$ cat config.mk
export PLATFORM = sky130hd
export DESIGN_NAME = ahb_reg_slave
export DESIGN_NICKNAME = d
export VERILOG_FILES = /design/src/rtl/ahb_reg_slave.sv
export SDC_FILE = /design/constraint.sdc
export NUM_CORES = 1
export LEC_CHECK = 0
export ABC_AREA = 0
export CORE_MARGIN = 3
export CORE_UTILIZATION = 50
export CTS_CLUSTER_SIZE = 28
export DETAILED_ROUTE_END_ITERATION = 8
export PLACE_DENSITY = 0.76
export REMOVE_ABC_BUFFERS = 1
export SYNTH_ARGS = -nofsm -noshare
export SYNTH_HDL_FRONTEND = slang
export SYNTH_SLANG_ARGS = --single-unit
$ cat constraint.sdc
create_clock -name hclk -period 2.8 [get_ports hclk]
set_clock_uncertainty 0.2 [all_clocks]
set_input_delay 0.28 -clock hclk [delete_from_list [all_inputs] [get_ports hclk]]
set_output_delay 0.28 -clock hclk [all_outputs]
set_load 0.02 [all_outputs]
$ cat src/rtl/ahb_reg_slave.sv
// AHB-lite register responder: NREGS x 32-bit register bank, programmable
// OKAY wait states, two-cycle ERROR response, and a read-only top register
// that captures the master ID of the last committed write.
module ahb_reg_slave #(
  parameter int unsigned NREGS       = 16,
  parameter int unsigned WAIT_STATES = 1,
  parameter logic [31:0] BASE_ADDR   = 32'h0000_0000
) (
  input  logic        hclk,
  input  logic        hreset,
  input  logic        hsel,
  input  logic [31:0] hmaster,
  input  logic [31:0] haddr,
  input  logic [2:0]  hsize,
  input  logic        hwrite,
  input  logic [31:0] hwdata,
  output logic [31:0] hrdata,
  output logic        hready,
  output logic        hresp
);

  localparam int unsigned IW       = $clog2(NREGS);
  localparam logic [31:0] REGION   = 32'(NREGS * 4);
  localparam logic [IW-1:0] ID_IDX = IW'(NREGS - 1);
  localparam logic [2:0]  WS_LOAD  = (WAIT_STATES == 0) ? 3'd0 : 3'(WAIT_STATES - 1);

  typedef enum logic [2:0] {
    S_IDLE,
    S_WAIT,
    S_DATA,
    S_ERR1,
    S_ERR2
  } state_t;

  state_t        state;
  logic [2:0]    cnt;
  logic [IW-1:0] idx_q;
  logic [1:0]    lane_q;
  logic [1:0]    size_q;
  logic          wr_q;
  logic [31:0]   master_q;

  logic [31:0]   regs [NREGS];

  logic [31:0]   offset;
  logic [IW-1:0] idx;
  logic          out_of_range;
  logic          illegal;
  logic          accept;
  logic          commit;
  logic [3:0]    be;

  // Address-phase decode and legality check on the live bus inputs
  always_comb begin
    offset       = haddr - BASE_ADDR;
    idx          = offset[IW+1:2];
    out_of_range = (offset >= REGION);
    illegal      = out_of_range
                 || (hsize > 3'd2)
                 || ((hsize == 3'd1) && haddr[0])
                 || ((hsize == 3'd2) && (haddr[1:0] != 2'b00))
                 || (hwrite && !out_of_range && (idx == ID_IDX));
    accept       = hsel && hready;
    commit       = (state == S_DATA) && wr_q;
  end

  // Transfer FSM with registered hready/hresp; address phase latched on accept
  always_ff @(posedge hclk) begin
    if (hreset) begin
      state    <= S_IDLE;
      hready   <= 1'b1;
      hresp    <= 1'b0;
      cnt      <= '0;
      idx_q    <= '0;
      lane_q   <= '0;
      size_q   <= '0;
      wr_q     <= 1'b0;
      master_q <= '0;
    end else begin
      unique case (state)
        S_WAIT: begin
          if (cnt == '0) begin
            state  <= S_DATA;
            hready <= 1'b1;
            hresp  <= 1'b0;
          end else begin
            cnt <= cnt - 3'd1;
          end
        end
        S_ERR1: begin
          state  <= S_ERR2;
          hready <= 1'b1;
          hresp  <= 1'b1;
        end
        default: begin
          if (accept) begin
            idx_q    <= idx;
            lane_q   <= haddr[1:0];
            size_q   <= hsize[1:0];
            wr_q     <= hwrite;
            master_q <= hmaster;
            if (illegal) begin
              state  <= S_ERR1;
              hready <= 1'b0;
              hresp  <= 1'b1;
            end else if (WAIT_STATES == 0) begin
              state  <= S_DATA;
              hready <= 1'b1;
              hresp  <= 1'b0;
            end else begin
              state  <= S_WAIT;
              cnt    <= WS_LOAD;
              hready <= 1'b0;
              hresp  <= 1'b0;
            end
          end else begin
            state  <= S_IDLE;
            hready <= 1'b1;
            hresp  <= 1'b0;
          end
        end
      endcase
    end
  end

  // Little-endian byte-lane enables from the latched size and address LSBs
  always_comb begin
    be = '0;
    unique case (size_q)
      2'd0:    be[lane_q] = 1'b1;
      2'd1:    be = lane_q[1] ? 4'b1100 : 4'b0011;
      default: be = 4'b1111;
    endcase
  end

  // Register bank: byte-lane write on the DATA edge, master ID captured alongside
  always_ff @(posedge hclk) begin
    if (hreset) begin
      for (int unsigned i = 0; i < NREGS; i++) begin
        regs[i] <= '0;
      end
    end else if (commit) begin
      for (int unsigned b = 0; b < 4; b++) begin
        if (be[b]) begin
          regs[idx_q][8*b +: 8] <= hwdata[8*b +: 8];
        end
      end
      regs[NREGS-1] <= master_q;
    end
  end

  // Read data is combinational from the bank so a read pipelined behind a
  // write to the same register sees the value committed on the accept edge
  always_comb begin
    hrdata = (state == S_DATA) ? regs[idx_q] : '0;
  end

endmodule

==> flow_summary_export.csv, run 1 <==
group,metric,value,unit
floorplan,initial_core_util,51.0,%
sta,layout_setup_ws,-0.437,ns
synthesis,netlist-cell-type-count,37,
finish,area_growth,19.5,%
drt,drt-total-wl,62500,um
clock_network,clock-sinks,565,
synthesis,ys_top_cells_by_area,"edfxtp_1 60%, mux4_2 14%, and2_1 13%",
synthesis,yosysSeqAreaShare,63.7,%
floorplan,core,50600,um2
job,maxCapViolCount,0,
global_route,track_usage,23.3,%
drt,drc,0,
sta,rsz0062_at_grt,"yes",
global_route,grt_antenna_before_repair,1,
clock_network,numCtsBuffers,54,
sta,tightest_slew,0.998,ns
drt,num_vias,14800,
setup_path,cp-endpoint,"hrdata[19]",
setup_path,timing.rr.end,"regs[0][12]$_SDFFCE_PN0P_",
synthesis,synth.top_cell.area_share,59.6,%
synthesis,synth-compound-area-share,1.34,%
finish,finalInstanceArea,30800,um2
synthesis,yosysTopAreaCell,"edfxtp_1",
power,p_leak,11.1,nW
synthesis,synth.most_common_cell,"and2_1",
setup_path,cp.arrival,2.76,ns
floorplan,io_pins,137,
setup_path,cp-start-kind,"flop",
synthesis,synthesis.area,25800,um2
place,dpl-instance-area,28500,um2
place,pre_cts_ws,-0.190,ns
finish,nFillCells,3625,
sta,setup-violations-final,32,
synthesis,synth_cells,1699,
sta,fin_crit,3.24,ns
clock_network,clock_path_buffers,3,
power,power.total,18.6,mW
setup_path,worstSetupPathType,"reg2out",
synthesis,synthMuxAreaShare,14.0,%
clock_network,root_buffer,"clkbuf_16",
floorplan,dieArea,54400,um2
setup_path,cp_max_fo,5,
finish,multi_input_area,9010,um2
sta,post-route-period-util,116,%
sta,fmax,309,MHz
hold_path,min_path_type,"in2reg",
outcome,violations,"setup timing",
setup_path,reg2reg_depth,6,
clock_network,cts_htree_levels,2,
drt,ant_nets,0,
global_route,grt.overflow.total,0,
power,irDropWorstVdd,0.000440,V
place,post-dp-hpwl,42400,um
power,power_density,603,nW/um2
finish,nNetsFinal,2014,
global_route,grt_max_degree,76,
global_route,grt_pass1_vias,15500,
floorplan,die_h,233,um
setup_path,cp.required,2.32,ns
setup_path,reg2reg_from,"state[1]$_SDFFE_PP0P_",
finish,drive_gt1_share,27.2,%
setup_path,r2r_setup_slack,0.09,ns
setup_path,critPathCaptureType,"output pin",
clock_network,postCtsHoldBufs,0,
synthesis,synth_flop_cell,"edfxtp_1",
drt,vias_per_cell,5.64,
clock_network,clk_pin_slew,0.06,ns
clock_network,clk_latency,0.60,ns
synthesis,ys_top_cells_by_count,"544 x and2_1, 512 x edfxtp_1, 160 x mux4_2",
synthesis,synth_enable_flop_cells,512,
synthesis,synth.yosys.warnings,0,
synthesis,async_flop_share,0,%
sta,slew_headroom,33.4,%
global_route,grt_pass1_wl,94700,um
place,gp_congestion,0.835,
outcome,status,"finished with violations",
sta,hold_viol,0,
synthesis,synthSimpleGateAreaFrac,19.1,%
drt,post_drt_wl_per_cell,23.8,um
floorplan,fp-row-count,82,
place,numPortBuffers,136,
synthesis,synth_xor_xnor_area_share,0,%
sta,finalMaxSlewViolations,0,
synthesis,avgSynthCellArea,15.2,um2
synthesis,ys_ff_latch,565,
finish,antenna_cells,0,
floorplan,fp.dieW,233,um
synthesis,synth-adder-area-share,0.0970,%
synthesis,synth_top_family_by_area,"simple AND/OR/NAND/NOR gates",
drt,dr.pass1.iters,5,
finish,regArea,16400,um2
drt,drtIter0Drc,1517,
clock_network,cts_tree,"yes",
[placed cells by master (no fill, tap or decap), types with 4 or more instances in the layout]
| master | Yosys | routed |
|---|---|---|
| edfxtp_1 | 512 | 512 |
| a21oi_1 | 45 | 45 |
| buf_6 | 5 | 41 |
| nor4_1 | 8 | 8 |
| clkbuf_1 | 67 | 26 |
| nor2_1 | 30 | 30 |
| nor2b_1 | 6 | 6 |
| nor3_1 | 5 | 5 |
| buf_12 | 0 | 27 |
| or2_2 | 60 | 60 |
| nor2_4 | 40 | 40 |
| buf_8 | 0 | 4 |
| and2_1 | 544 | 512 |
| nand3_1 | 10 | 9 |
| clkinv_2 | 0 | 7 |
| inv_1 | 7 | 7 |
| and2_4 | 0 | 32 |
| clkbuf_8 | 0 | 7 |
| clkdlybuf4s50_1 | 0 | 103 |
| dfxtp_1 | 53 | 49 |
| clkbuf_16 | 0 | 58 |
| buf_4 | 6 | 74 |
| nand2_1 | 96 | 96 |
| mux4_2 | 160 | 160 |
[what timing repair did]
item,4_1_cts,5_1_grt
setup buffers,19,3
gates resized for setup,227,29
setup endpoints to repair,32,56
cloned,10,0
pin swaps,6,0
[logic make-up (layout without fill, tap and decap cells)]
kind of cell,after synthesis,count (layout)
muxes,161,161
and+or+nand+nor,806,806
AOI/OAI and AO/OA,60,60
buffers and inverters,105,361
adders and majority gates,2,2
DFF,565,565
[how the worst min path moves through the flow]
stage / from / to / cells past startpoint / slack (ns)
2_1_floorplan: hreset / lane_q[0]$_SDFFE_PP0P_ / 1 / 0.15
3_3_place_gp: master_q[8]$_SDFFE_PP0P_ / master_q[8]$_SDFFE_PP0P_ / 2 / 0.24
3_5_place_dp: master_q[18]$_SDFFE_PP0P_ / master_q[18]$_SDFFE_PP0P_ / 2 / 0.24
4_1_cts: hmaster[31] / master_q[31]$_SDFFE_PP0P_ / 3 / 0.002
5_1_grt: hmaster[27] / master_q[27]$_SDFFE_PP0P_ / 3 / 0.03
6_report: hmaster[16] / master_q[16]$_SDFFE_PP0P_ / 3 / 0.03
[state kept, by name, summed over array words and instances (netlist names), named ones only]
register,count
cnt,3
hready,1
hresp,1
idx_q,4
lane_q,2
master_q,32
regs,512
size_q,2
state,3
wr_q,1
[power by group]
| part | switching [mW] | leakage [nW] | internal [mW] |
|---|---|---|---|
| clock network | 3.08 | 0.867 | 4.26 |
| logic | 0.867 | 4.46 | 0.803 |
| registers | 0.127 | 5.72 | 9.47 |
[stage by stage]
stage,instances,hold WS (ns),TNS [ns],util (%)
after floorplan,1601,0.149,-138.02,-
after global placement,2503,0.238,-4.19,56.4
after detailed placement,2503,0.243,-4.43,56.4
after CTS,2634,0.00184,-14.99,61.2
after global routing,2627,0.0296,-13.86,61.0
final,2627,0.0324,-12.00,61.0
[worst max-delay path: stages, from the launching register on]
cell and delay, ns:
dfxtp_4 0.42, buf_12 0.17, buf_8 0.14, buf_6 0.12
mux4_2 0.54, mux4_2 0.49, and2_4 0.16, buf_6 0.12
[cell type report]
class | count | area share, %
inverter | 7 | 0.0852
timing repair buffer | 252 | 8.86
clock buffer | 91 | 5.34
tap | 672 | 2.73
sequential | 565 | 53.3
multi-input combinational | 1029 | 29.2
clock inverter | 11 | 0.418
[layer usage]
metal  routed length (um)  vias up  part of all wire [%]  global-route usage [%]
li1                     -     6620                     -                       -
met4                 1610        4                   2.6                    7.27
met2                32200      603                    52                    40.3
met3                 4350      108                   7.0                    3.94
met5                   55        -                 0.088                   0.551
met1                24300     7493                    39                    30.4
Power figures use the tool's default switching activity.
==> inputs of run 2 (changes only) <==
--- a/config.mk
+++ b/config.mk
@@ -6,12 +6,12 @@
 export NUM_CORES = 1
 export LEC_CHECK = 0
 export ABC_AREA = 0
-export CORE_MARGIN = 3
 export CORE_UTILIZATION = 50
 export CTS_CLUSTER_SIZE = 28
 export DETAILED_ROUTE_END_ITERATION = 8
 export PLACE_DENSITY = 0.76
 export REMOVE_ABC_BUFFERS = 1
+export SETUP_SLACK_MARGIN = 0.02
 export SYNTH_ARGS = -nofsm -noshare
 export SYNTH_HDL_FRONTEND = slang
 export SYNTH_SLANG_ARGS = --single-unit
==> run 2 against run 1 <==
  * The run still ends with setup timing left
  * Die area shrank 3.4%
  * Sequential power about the same
  * Wire length grew 0.61%
  * First-iteration DRC count is 1.2% higher
  * Register-to-register slack gained 0.13 ns
  * Via count up 1.1%
  * Setup slack got worse by 0.0060 ns
  * Largest cell class unchanged
  * Largest power group unchanged
  * Highest routed layer is now met4
==> flow_summary_export.csv, run 2 (synthesis results as in run 1) <==
group,metric,value,unit
setup_path,cp.arrival,2.76,ns
power,power_density,600,nW/um2
outcome,status,"finished with violations",
hold_path,worstHoldStart,"hmaster[19]",
hold_path,min_path_type,"in2reg",
floorplan,die_h,229,um
drt,drc,0,
drt,num_vias,15000,
setup_path,worst-path-buf-inv,4,
setup_path,cp_top_family,"multiplexers",
finish,nFillCells,3594,
clock_network,numCtsBuffers,54,
sta,fin_crit,3.24,ns
clock_network,clk_pin_slew,0.06,ns
sta,hold_viol,0,
drt,vias_per_cell,5.67,
sta,layout_setup_ws,-0.443,ns
place,numPortBuffers,136,
finish,antenna_cells,0,
setup_path,timing.rr.end,"regs[8][18]$_SDFFCE_PN0P_",
setup_path,worstSetupPathType,"reg2out",
setup_path,crit_chain,"buf_12, buf_12, buf_4, mux4_2, mux4_2, and2_4, buf_6",
global_route,grt_pass1_vias,15700,
setup_path,cp_max_fo,6,
setup_path,slowest_delay,0.53,ns
finish,drive_gt1_share,28.3,%
clock_network,clk_latency,0.61,ns
global_route,grt_antenna_before_repair,1,
global_route,track_usage,24.5,%
finish,largest-register,"regs",
finish,top_regs,"regs (512), master_q (32), idx_q (4)",
setup_path,cp-start-kind,"flop",
floorplan,initial_core_util,51.0,%
floorplan,fp.dieW,229,um
drt,drt-total-wl,62900,um
place,gp_congestion,0.801,
floorplan,core,50600,um2
setup_path,critPathSlowestCell,"mux4_2",
sta,setup_tns,-12.10,ns
global_route,grt_max_degree,112,
setup_path,critPathCaptureType,"output pin",
power,p_leak,11.2,nW
sta,rsz0062_at_grt,"yes",
finish,largest_reg_flops,512,
sta,setup-violations-final,32,
clock_network,cts_htree_levels,2,
setup_path,reg2reg_depth,6,
drt,ant_nets,0,
outcome,violations,"setup timing",
sta,slew_headroom,52.3,%
sta,tightest_slew,0.713,ns
drt,dr.pass1.iters,5,
global_route,grt_pass1_wl,96300,um
drt,drtIter0Drc,1535,
power,irDropWorstVdd,0.000400,V
job,maxCapViolCount,0,
clock_network,clock_path_buffers,3,
clock_network,root_buffer,"clkbuf_16",
sta,fmax,308,MHz
floorplan,io_pins,137,
setup_path,reg2reg_from,"state[1]$_SDFFE_PP0P_",
clock_network,cts_tree,"yes",
sta,finalMaxSlewViolations,0,
floorplan,dieArea,52500,um2
hold_path,holdPathStages,3,
place,post-dp-hpwl,42600,um
finish,final_util,61.4,%
finish,final_cell_mix,"512 x and2_1, 512 x edfxtp_1, 160 x mux4_2",
clock_network,clock-sinks,565,
drt,post_drt_wl_per_cell,23.8,um
setup_path,cp.required,2.32,ns
finish,area_growth,20.4,%
global_route,grt.overflow.total,0,
sta,post-route-period-util,116,%
floorplan,fp-row-count,82,
setup_path,r2r_setup_slack,0.22,ns
hold_path,whs_endpoint,"master_q[19]$_SDFFE_PP0P_",
finish,nNetsFinal,2029,
[run 2: cell count changes in the layout (fill, tap and decap cells not counted), sizes merged]
cell	delta
dlygate4sd3	+2
clkinv	+11
buf	+12
clkbuf	-15
inv	+2
clkinvlp	+3
[run 2: cell type report]
cell class	instances	area, um2	area share, %
Timing Repair Buffer	267	2970	9.55
Clock inverter	27	225	0.725
Clock buffer	75	1560	5.03
Multi-Input combinational cell	1029	9000	29.0
Sequential cell	565	16400	52.9
Inverter	7	26.3	0.0846
Tap cell	672	841	2.71
[run 2: repair_timing]
item / CTS / global route
pin swaps: 6 / 0
hold endpoints to repair: 2 / 0
cloned: 10 / 1
hold buffers: 2 / 0
buffers inserted: 20 / 1
gates resized for setup: 233 / 16
setup endpoints to repair: 32 / 32
[run 2: worst max path at each step]
stage	slack, ns	cells after the start	startpoint	endpoint
final	-0.44	7	flop	hrdata[1]
after global routing	-0.50	7	flop	hrdata[1]
after CTS	-0.52	8	flop	hrdata[3]
after detailed placement	-0.23	5	flop	hrdata[20]
after global placement	-0.23	5	flop	hrdata[20]
after floorplan	-4.31	3	flop	hrdata[0]
[run 2: power by group]
part / internal [mW] / total, mW / switching (mW)
logic: 0.825 / 1.69 / 0.867
registers: 9.47 / 9.60 / 0.130
clock network: 4.19 / 7.36 / 3.17
[run 2: metrics by stage]
stage / hold WS [ns] / std cells / instance area (um2) / setup WS (ns) / power [mW]
floorplan: 0.149 / 1601 / 25400 / -4.31 / 10.6
global route: 0.0303 / 2642 / 31100 / -0.498 / 19.1
CTS: 0.00866 / 2644 / 31100 / -0.519 / 18.7
global placement: 0.238 / 2511 / 28600 / -0.226 / 11.3
finish: 0.0304 / 2642 / 31100 / -0.443 / 18.7
detailed placement: 0.244 / 2511 / 28600 / -0.228 / 11.3
[run 2: worst min-delay path: stages]
cell             delay, ns
clkdlybuf4s50_1       0.40
nand2_1               0.06
a21oi_1               0.05
[run 2: layer usage]
layer  share of wire, %  track usage (%)
met1                 40             31.6
met2                 52             42.8
met3                5.6             3.35
met5                  0                0
met4                2.8             8.13
